### config.mk
export PLATFORM = sky130hd
export DESIGN_NAME = cube_move_issuer
export DESIGN_NICKNAME = d
export VERILOG_FILES = /design/src/rtl/cube_move_issuer.sv
export SDC_FILE = /design/constraint.sdc
export NUM_CORES = 1
export LEC_CHECK = 0
export CORE_AREA = 2 2 127 129
export DETAILED_ROUTE_END_ITERATION = 8
export DIE_AREA = 0 0 129 131
export PLACE_DENSITY = 0.71
export SLEW_MARGIN = 10
export SYNTH_ARGS = -nofsm -noshare
export SYNTH_HDL_FRONTEND = slang
export SYNTH_SLANG_ARGS = --single-unit
### constraint.sdc
create_clock -name clk -period 3.1 [get_ports clk]
set_clock_uncertainty 0.1 [all_clocks]
set_input_delay 0.465 -clock clk [delete_from_list [all_inputs] [get_ports clk]]
set_output_delay 0.465 -clock clk [all_outputs]
set_load 0.1 [all_outputs]
### src/rtl/cube_move_issuer.sv
// cube_move_issuer: sequences user moves, undos (via inverse moves) and
// LFSR-driven scrambles into a registered move command plus a one-cycle
// ischanged strobe for the 2x2 cube state controller.
module cube_move_issuer #(
  parameter int DEPTH        = 16,
  parameter int SCRAMBLE_LEN = 10,
  parameter int GAP          = 1,
  localparam int PTR_W       = (DEPTH > 1) ? $clog2(DEPTH) : 1,
  localparam int CNT_W       = $clog2(DEPTH + 1)
) (
  input  logic             clk,
  input  logic             rst_n,
  input  logic             enable,
  input  logic             req_valid,
  input  logic [4:0]       req_cmd,
  output logic             req_ready,
  input  logic             undo,
  input  logic             scramble,
  output logic [4:0]       command,
  output logic             ischanged,
  output logic             busy,
  output logic [CNT_W-1:0] hist_count,
  output logic [15:0]      move_count
);

  typedef enum logic [1:0] {
    S_IDLE     = 2'd0,
    S_STROBE   = 2'd1,
    S_GAP      = 2'd2,
    S_SCR_PICK = 2'd3
  } state_t;

  state_t     state;
  logic [4:0] remaining;
  logic [3:0] prev_face;
  logic [2:0] gap_cnt;
  logic [15:0] lfsr;
  logic [PTR_W-1:0] wr_ptr;

  // Undo history storage: circular, wr_ptr points at the next free slot.
  logic [4:0] hist [DEPTH];

  logic       idle;
  logic       push_en;
  logic       req_code_ok;
  logic [4:0] top_entry;
  logic [4:0] cand;
  logic       cand_ok;
  logic       lfsr_fb;
  logic       more_scramble;

  // Request handshake, candidate qualification and history top read.
  always_comb begin
    idle          = (state == S_IDLE);
    // Scramble and undo take priority, so a request is refused while either is high.
    req_ready     = rst_n && idle && enable && !scramble && !undo;
    req_code_ok   = (req_cmd <= 5'd17);
    push_en       = req_ready && req_valid && req_code_ok;
    top_entry     = hist[wr_ptr - 1'b1];
    cand          = lfsr[4:0];
    cand_ok       = (cand <= 5'd17) && (cand[4:1] != prev_face);
    lfsr_fb       = lfsr[0] ^ lfsr[2] ^ lfsr[3] ^ lfsr[5];
    more_scramble = (remaining != 5'd0) && enable;
    busy          = !idle;
  end

  // History write port; no reset so it maps onto plain RAM.
  always_ff @(posedge clk) begin
    if (push_en) hist[wr_ptr] <= req_cmd;
  end

  // Main sequencer: decisions, counters, LFSR and the registered strobe.
  always_ff @(posedge clk or negedge rst_n) begin
    if (!rst_n) begin
      state      <= S_IDLE;
      command    <= 5'd0;
      ischanged  <= 1'b0;
      hist_count <= '0;
      move_count <= 16'd0;
      wr_ptr     <= '0;
      remaining  <= 5'd0;
      prev_face  <= 4'hF;
      gap_cnt    <= 3'd0;
      lfsr       <= 16'hACE1;
    end else begin
      lfsr      <= {lfsr_fb, lfsr[15:1]};
      ischanged <= 1'b0;
      case (state)
        S_IDLE: begin
          if (enable) begin
            if (scramble) begin
              hist_count <= '0;
              move_count <= 16'd0;
              wr_ptr     <= '0;
              remaining  <= 5'(SCRAMBLE_LEN);
              prev_face  <= 4'hF;   // no real face group uses 15
              state      <= S_SCR_PICK;
            end else if (undo) begin
              if (hist_count != '0) begin
                command    <= top_entry ^ 5'd1;
                wr_ptr     <= wr_ptr - 1'b1;
                hist_count <= hist_count - 1'b1;
                move_count <= (move_count != 16'd0) ? move_count - 16'd1 : 16'd0;
                state      <= S_STROBE;
              end
            end else if (req_valid && req_code_ok) begin
              command    <= req_cmd;
              wr_ptr     <= wr_ptr + 1'b1;
              if (hist_count != CNT_W'(DEPTH)) hist_count <= hist_count + 1'b1;
              if (move_count != 16'hFFFF) move_count <= move_count + 16'd1;
              state      <= S_STROBE;
            end
          end
        end
        S_STROBE: begin
          ischanged <= 1'b1;
          if (GAP == 0) begin
            state <= more_scramble ? S_SCR_PICK : S_IDLE;
          end else begin
            gap_cnt <= 3'(GAP);
            state   <= S_GAP;
          end
        end
        S_GAP: begin
          // Occupies the strobe cycle plus GAP quiet cycles.
          if (gap_cnt == 3'd0) begin
            state <= more_scramble ? S_SCR_PICK : S_IDLE;
          end else begin
            gap_cnt <= gap_cnt - 3'd1;
          end
        end
        S_SCR_PICK: begin
          if (cand_ok) begin
            command   <= cand;
            prev_face <= cand[4:1];
            remaining <= remaining - 5'd1;
            state     <= S_STROBE;
          end
        end
        default: state <= S_IDLE;
      endcase
    end
  end

endmodule

==> impl_metrics.yaml, run 1 <==
sta:
  period_minus_slack_ns: 2.608
  slew_headroom: 0.3897
  drv_slew: 0
  max_slew.worst_pin.slew_ns: 0.9147
  setup_tns_ns: 0
  fmax_mhz: 383.4
  rsz0062_at_grt: "false"
  worst_hold_slack_ns: 0.1136
  setup_viol_count_final: 0
  fin_crit_sh: 0.8413
  final_hold_viol_count: 0
detailed_routing:
  wl_per_cell_um: 17.76
  drt_iter0_drc: 367
  routed-via-count: 4529
  dr.pass1.iters: 5
  drt-total-wl_um: 14450
  final_antenna_net_count: 0
  drc_errors: 0
  vias_per_cell: 5.564
synth:
  syn-cell-area_um2: 6810
  synth_area_leader_cell: "edfxtp_1"
  synth_top_flop_cell: "edfxtp_1"
  avgSynthCellArea_um2: 12.71
  synth_nets: 562
  yosysSeqAreaShare: 0.5791
  synth_warnings: 0
  synth.distinct_cells: 74
  synth_edf_count: 80
  synth-async-reset-ratio: 0.4326
  synth_top_cell_area_share: 0.3527
  synth-seq-cells: 141
  synth.area.top_cells: "edfxtp_1, dfrtp_1, mux4_2"
  synthCells: 536
finish:
  final_util: 0.5144
  syn2layout_area_growth_pct: 17.80
  drive_gt1_frac: 0.2391
  nets: 611
  num_antenna_cells: 0
  seq_area_um2: 3944
  multi_input_area_um2: 2614
  nFillCells: 1330
  stdcell_count: 814
worst_setup_path:
  worst_ep_arrival_time_ns: 2.81
  startpoint_type: "flip-flop"
  reg2reg_depth: 8
  critPathKind: "flip-flop to flip-flop"
  crit_path_frequent_cell: "o31ai_1"
  critical_path.top_delay_family: "compound AO/OA/AOI/OAI gates"
  worstSetupEndpointType: "flip-flop"
  crit_path_max_fanout: 9
  ff2ff_setup_slack_ns: 0.49
  crit_path_cell_trace: "inv_1 -> ha_1 -> nor3b_2 -> and3_1 -> a311o_1 -> a21oi_1 -> o31ai_1 -> o31ai_1"
  cp.depth: 8
  slowest_delay_ns: 0.50
  cp.required_ns: 3.30
  critPathSlowestCell: "dfrtp_1"
  crit_buf_inv: 1
floorplan:
  die_h_um: 131
  die-width_um: 129
  coreArea_um2: 15600
  dieArea_um2: 16900
  start_util: 0.4366
  num_io_pins: 40
  num_rows: 46
clock_network:
  path_clk_slew_ns: 0.07
  clockRootBuffer: "clkbuf_16"
  cts_resized: 0
  cts_buffer_depth: 2
  holdBufCountCts: 0
  clk_latency_ns: 0.43
  cts-buffers-inserted: 17
  cts_tree: "done"
  cts_sinks: 141
  cts_setup_buffers: 0
  h-tree-depth: 4
global_route:
  grt_usage: 0.1836
  grt_max_degree: 62
  grt_antenna_before_repair: 0
  grt_pass1_wl_um: 23390
  overflow: 0
  grt_pass1_vias: 4531
pwr:
  p_total_uw: 8299
  switchingPower_uw: 3665
  netSwitchingFraction: 0.4416
  seqPwrFrac: 0.315
  power_density_nw_per_um2: 1034
  ir_worst_vdd_v: 0.0004921
  clockPowerShare: 0.249
  cell_internal_pwr_uw: 4634
  pwr-share-comb: 0.436
  p_leak_uw: 0.003065
placement:
  hpwl_um: 9925
  dpl.cell_count: 782
  io_buffers: 39
  place.gp.congestion: 0.8501
min_path:
  min_path_type: "input port to asynchronous set/reset pin"
run_status:
  status: "finished clean"
run:
  cap_violations: 0
==> metrics by stage <==
stage	setup WS (ns)	area, um2
2_1_floorplan	0.01700	6810
3_3_place_gp	0.2684	7420
3_5_place_dp	0.2018	7420
4_1_cts	0.5045	8023
5_1_grt	0.2932	8023
6_report	0.4920	8023
==> placed cells by master, fill, tap and decap left out, types with 11 or more instances in the layout <==
cell / synthesis / routed
a21oi_1: 22 / 22
buf_4: 4 / 52
clkbuf_16: 0 / 17
dfrtp_1: 49 / 49
dfstp_2: 12 / 12
edfxtp_1: 80 / 80
ha_1: 14 / 14
inv_1: 23 / 23
mux2i_1: 11 / 11
mux4_2: 20 / 20
nand2_1: 33 / 33
nand3_1: 13 / 13
nor2_1: 40 / 40
nor3_1: 14 / 14
o21ai_0: 22 / 22
o21ai_1: 11 / 11
==> sequential cells by signal (all words and copies together), names as in the netlist <==
name and cells:
remaining 5, lfsr 16, ischanged 1, wr_ptr 4, gap_cnt 3, command 5, hist_count 5, prev_face 4
move_count 16, hist 80, state 2
==> power groups by stage <==
stage | logic [uW] | clock network [uW] | registers, uW
final | 3620 | 2070 | 2610
after global routing | 3880 | 2170 | 2660
after CTS | 3630 | 2090 | 2610
after detailed placement | 3620 | 0 | 2640
after global placement | 3550 | 0 | 2620
after floorplan | 1980 | 0 | 3500
==> worst reg2reg max path: stages (launching register included) <==
cell,delay (ns)
dfrtp_1,0.50
inv_1,0.11
ha_1,0.21
nor3b_2,0.36
and3_1,0.37
a311o_1,0.41
a21oi_1,0.08
o31ai_1,0.23
o31ai_1,0.11
==> layer usage <==
| layer | global-route usage | part of all wire | up-vias |
|---|---|---|---|
| li1 | - | - | 2130 |
| met2 | 0.3100 | 0.49 | 137 |
| met1 | 0.2304 | 0.43 | 2240 |
| met5 | 0 | 0 | - |
| met4 | 0.07928 | 0.021 | 0 |
| met3 | 0.03909 | 0.054 | 22 |
==> synth_stat cells, drive strengths merged (5+ instances only) <==
library cell and n:
a21oi 23, a31oi 7, and3 9, buf 15, clkbuf 18, dfrtp 49
dfstp 12, edfxtp 80, ha 14, inv 23, mux2i 11, mux4 20
nand2 33, nand3 14, nor2 40, nor3 16, nor4 12, o21ai 33
o221ai 5, o31ai 9, xnor2 10, xor2 10
==> worst paths after layout <==
path                                     from            end
worst max-delay path            move_count[0]  move_count[5]
worst min-delay path                    rst_n  move_count[5]
worst max register to register  move_count[0]  move_count[5]
worst min register to register       lfsr[12]       lfsr[11]
max in group asynchronous               rst_n       lfsr[12]
min in group clk                     lfsr[12]       lfsr[11]
==> cells by family after synthesis <==
logic type                 after synthesis  synth area share
xor gates and xnor gates                20           0.02682
AOI/OAI and AO/OA                      116            0.1157
DFF                                    141            0.5791
buffers and inverters                   56           0.03711
and+or+nand+nor                        154            0.1253
muxes                                   34           0.08727
adders and majority gates               15           0.02866
==> cell type report <==
class	count	share of cell area
Clock buffer	18	0.05349
Clock inverter	14	0.02168
Inverter	23	0.01076
Multi-Input combinational cell	339	0.3258
Sequential cell	141	0.4916
Tap cell	216	0.03369
Timing Repair Buffer	63	0.06301
Note: power is estimated with default switching activity, not from simulation.
==> run 2: changes to the inputs <==
Clock period 3.1 ns to 2.5 ns, I/O delays scaled along.
==> run 2 against run 1 <==
- clock power grew 13%
- critical endpoint unchanged
- worst hold slack lost 0.035 ns
- maximum frequency grew 9.3%
- critical path type unchanged
- power grew 25%
==> impl_metrics.yaml, run 2 (same netlist as run 1, synthesis figures left out) <==
run_status:
  status: "finished clean"
clock_network:
  holdBufCountCts: 0
  cts_tree: "done"
  cts-buffers-inserted: 17
  cts_buffer_depth: 2
  path_clk_slew_ns: 0.06
  clockRootBuffer: "clkbuf_16"
  cts_sinks: 141
  clk_latency_ns: 0.42
  cts_setup_buffers: 0
  cts_resized: 0
  h-tree-depth: 4
sta:
  setup_viol_count_final: 0
  final_hold_viol_count: 0
  period_minus_slack_ns: 2.385
  rsz0062_at_grt: "false"
  fin_crit_sh: 0.9540
  max_slew.worst_pin.slew_ns: 0.7723
  drv_slew: 0
  slew_headroom: 0.4851
  fmax_mhz: 419.3
  worst_hold_slack_ns: 0.07891
worst_setup_path:
  cp.required_ns: 2.69
  crit_path_start: "move_count[0]"
  crit_path_frequent_cell: "o31ai_1"
  startpoint_type: "flip-flop"
  crit_path_cell_trace: "inv_1 -> ha_1 -> nor3b_2 -> and3_1 -> a311o_1 -> a21oi_1 -> o31ai_1 -> o31ai_1"
  worstSetupEndpointType: "flip-flop"
  crit_buf_inv: 1
  critPathKind: "flip-flop to flip-flop"
  worst_ep_arrival_time_ns: 2.58
  critical_path.top_delay_family: "compound AO/OA/AOI/OAI gates"
  crit_path_max_fanout: 6
  critPathSlowestCell: "a311o_1"
  r2r_start: "move_count[0]"
  slowest_delay_ns: 0.43
floorplan:
  die-width_um: 129
  num_io_pins: 40
  coreArea_um2: 15600
  start_util: 0.4366
  die_h_um: 131
  num_rows: 46
  dieArea_um2: 16900
detailed_routing:
  wl_per_cell_um: 17.67
  drt-total-wl_um: 14930
  routed-via-count: 4695
  drc_errors: 0
  dr.pass1.iters: 5
  vias_per_cell: 5.556
  drt_iter0_drc: 465
  final_antenna_net_count: 0
finish:
  largest_reg_flops: 80
  final_common_cell: "buf_4"
  nets: 643
  mostFrequentLayoutCells: "buf_4, edfxtp_1, nor2_1"
  reg_top3: "hist: 80 flops, lfsr: 16 flops, move_count: 16 flops"
  stdcell_area_um2: 8278
  syn2layout_area_growth_pct: 21.55
  num_antenna_cells: 0
  nFillCells: 1274
  largest_register: "hist"
  final_util: 0.5307
  drive_gt1_frac: 0.3084
global_route:
  grt_antenna_before_repair: 0
  grt_max_degree: 62
  grt_pass1_wl_um: 24020
  grt_usage: 0.1872
  overflow: 0
  grt_pass1_vias: 4635
pwr:
  seqPwrFrac: 0.314
  clockPowerShare: 0.227
  cell_internal_pwr_uw: 5750
  p_leak_uw: 0.003191
  ir_worst_vdd_v: 0.0007251
  pwr-share-comb: 0.459
  switchingPower_uw: 4594
  power_density_nw_per_um2: 1250
  netSwitchingFraction: 0.4441
  p_total_uw: 10340
placement:
  io_buffers: 39
  hpwl_um: 10410
  place.gp.congestion: 0.8841
  placed_area_um2: 7727
min_path:
  min_path_type: "input port to asynchronous set/reset pin"
run:
  cap_violations: 0
[run 2: power by group through the flow]
stage / logic [uW] / registers (uW) / clock network, uW
finish: 4750 / 3250 / 2340
global route: 5090 / 3310 / 2470
CTS: 4770 / 3240 / 2390
detailed placement: 4760 / 3290 / 0
global placement: 4660 / 3270 / 0
floorplan: 2470 / 4350 / 0
[run 2: area by class of cell]
cell class	count	area, um2	share of cell area
clock buffer	17	425.4	0.05139
clock inverter	14	125.1	0.01511
inverter	23	86.33	0.01043
multi-input combinational	339	2639	0.3188
sequential	141	3961	0.4785
tap	216	270.3	0.03265
timing repair buffer	95	770.7	0.09311
[run 2: final timing paths]
check                      cells after the start              to  slack (ns)
max in group asynchronous                      2  move_count[12]        1.65
max                                            8   move_count[5]        0.11
min in group clk                               0         lfsr[8]        0.25
min reg2reg                                    0         lfsr[8]        0.25
min                                            2   move_count[1]        0.08
max reg2reg                                    8   move_count[5]        0.11
[run 2: metrics by stage]
step / TNS (ns) / setup slack, ns / instances
finish: 0 / 0.1149 / 845
detailed placement: -1.041 / -0.1104 / 814
global route: 0 / 0.02651 / 845
floorplan: -0.01586 / -0.01586 / 536
CTS: 0 / 0.1344 / 845
global placement: -0.3727 / -0.06238 / 814
[run 2: worst register-to-register path: stages (launching register included)]
cell and delay (ns):
dfrtp_2 0.40, inv_1 0.07, ha_1 0.23, nor3b_2 0.24, and3_1 0.36, a311o_1 0.43
a21oi_1 0.08, o31ai_1 0.25, o31ai_1 0.11
[run 2: metal layers]
layer | vias up | routed length, um | track usage
met5 | - | 0 | 0
met4 | 0 | 224 | 0.08440
met3 | 19 | 728 | 0.04194
met2 | 166 | 7532 | 0.3134
met1 | 2324 | 6443 | 0.2345
li1 | 2186 | - | -
==> run 3: changes to the inputs <==
Settings changed: PLACE_DENSITY 0.71 to 0.64.
Clock period 2.5 ns to 1.96 ns, I/O delays scaled along.
==> run 3 against run 2 <==
- the flow now finishes with violations (hold timing, setup timing)
- sequential power rose by 26%
- sequential cell count did not move
- register-to-register slack got worse by 0.23 ns
- worst hold slack got worse by 0.10 ns
- clock-buffer cell count did not move
- routed wire length rose by 17%
- final cell count rose by 11%
- largest cell class unchanged
==> impl_metrics.yaml, run 3 (same netlist as run 1, synthesis figures left out) <==
worst_setup_path:
  reg2reg_depth: 10
  worst_ep_arrival_time_ns: 2.28
  crit_path_cell_trace: "inv_4 -> ha_4 -> nor3b_4 -> and3_4 -> buf_4 -> buf_4 -> nand2_2 -> mux2_4 -> a21oi_2 -> o21ai_1"
  crit_path_frequent_cell: "buf_4"
  regToRegEndpoint: "move_count[12]"
  crit_path_max_fanout: 4
  critPathSlowestCell: "dfrtp_4"
  ff2ff_setup_slack_ns: -0.11
  critPathKind: "flip-flop to flip-flop"
  worstSetupEndpointType: "flip-flop"
  r2r_start: "move_count[0]"
  cp.required_ns: 2.17
  slowest_delay_ns: 0.50
  startpoint_type: "flip-flop"
pwr:
  p_leak_uw: 0.003891
  power_density_nw_per_um2: 1630
  p_total_uw: 16390
  ir_worst_vdd_v: 0.0009197
clock_network:
  clockRootBuffer: "clkbuf_16"
  clk_latency_ns: 0.43
  h-tree-depth: 4
  cts_tree: "done"
  path_clk_slew_ns: 0.06
  cts_buffer_depth: 2
  cts-buffers-inserted: 17
  cts_sinks: 141
  holdBufCountCts: 0
run_status:
  status: "finished, violations left"
  violations: "hold timing, setup timing"
placement:
  hpwl_um: 11660
  place.gp.congestion: 0.8655
  dp_slack_ns: -0.6417
  placed_area_um2: 8748
  io_buffers: 39
floorplan:
  coreArea_um2: 15600
  num_io_pins: 40
  die-width_um: 129
  dieArea_um2: 16900
  start_util: 0.4366
  num_rows: 46
  die_h_um: 131
finish:
  reg_top3: "hist: 80 flops, lfsr: 16 flops, move_count: 16 flops"
  final_util: 0.6446
  final_common_cell: "buf_4"
  syn2layout_area_growth_pct: 47.62
  largest_reg_flops: 80
  nets: 732
  largest_register: "hist"
  stdcell_area_um2: 10050
  num_antenna_cells: 0
  mostFrequentLayoutCells: "buf_4, edfxtp_1, buf_12"
  drive_gt1_frac: 0.5132
sta:
  final_hold_viol_count: 20
  fin_crit_sh: 1.057
  period_minus_slack_ns: 2.072
  fin_ws_ns: -0.1124
  setup_viol_count_final: 75
  drv_slew: 0
  fmax_mhz: 482.5
  max_slew.worst_pin.slew_ns: 0.7958
  worst_hold_slack_ns: -0.02365
  slew_headroom: 0.4694
  rsz0062_at_grt: "true"
global_route:
  grt_pass1_vias: 5126
  grt_antenna_before_repair: 0
  overflow: 0
  grt_usage: 0.2102
  grt_max_degree: 62
  grt_pass1_wl_um: 26640
detailed_routing:
  final_antenna_net_count: 0
  drt_iter0_drc: 390
  drt-total-wl_um: 17390
  wl_per_cell_um: 18.60
  vias_per_cell: 5.468
  drc_errors: 0
  routed-via-count: 5113
  dr.pass1.iters: 4
min_path:
  min_path_type: "input port to asynchronous set/reset pin"
run:
  cap_violations: 0
## run 3: worst max-delay path, delay by kind of cell, from the launching register on
kind                       cells  cell delay (ns)
DFF                            1             0.50
adders and majority gates      1             0.12
muxes                          1             0.31
buffers and inverters          3             0.28
and+or+nand+nor                3             0.48
AOI/OAI and AO/OA              2             0.17
## run 3: per-stage QoR
| step | cells | TNS (ns) |
|---|---|---|
| finish | 935 | -2.532 |
| global route | 935 | -7.474 |
| CTS | 918 | -1.062 |
| detailed placement | 864 | -62.24 |
| global placement | 864 | -59.20 |
| floorplan | 536 | -22.45 |
## run 3: where the power goes
group          switching, uW  internal, uW
clock network           1300          1760
registers                475          3620
logic                   5100          4140
## run 3: layout make-up
class	instances	area, um2
fillers	1078	5544
flip-flops and latches	141	4005
multi-input cells	340	3214
repair buffers	183	1904
clock buffers	17	425.4
well taps	216	270.3
clock inverters	15	137.6
inverters	23	96.34
## run 3: metal layers
metal | routed length (um) | global-route usage | up-vias | part of all wire
li1 | - | - | 2362 | -
met1 | 7582 | 0.2692 | 2598 | 0.44
met2 | 8882 | 0.3533 | 129 | 0.51
met3 | 620 | 0.04520 | 24 | 0.036
met4 | 309 | 0.08056 | 0 | 0.018
met5 | 0 | 0 | - | 0
## run 3: worst max-delay path by stage
| stage | start | endpoint | slack [ns] | cells past startpoint |
|---|---|---|---|---|
| 5_1_grt | move_count[1] | move_count[12] | -0.19 | 10 |
| 4_1_cts | move_count[0] | move_count[12] | -0.09 | 10 |
| 2_1_floorplan | state[1] | hist[2][0] | -0.32 | 7 |
| 3_5_place_dp | undo | hist[2][0] | -0.64 | 7 |
| 6_report | move_count[0] | move_count[12] | -0.11 | 10 |
| 3_3_place_gp | undo | hist[1][3] | -0.63 | 7 |
## run 3: repair_timing
| item | in CTS | in global routing |
|---|---|---|
| endpoints found under the setup margin | 111 | 114 |
| buffers inserted | 22 | 16 |
| pin swaps | 34 | 33 |
| resized for setup | 66 | 41 |
| cloned | 2 | 1 |
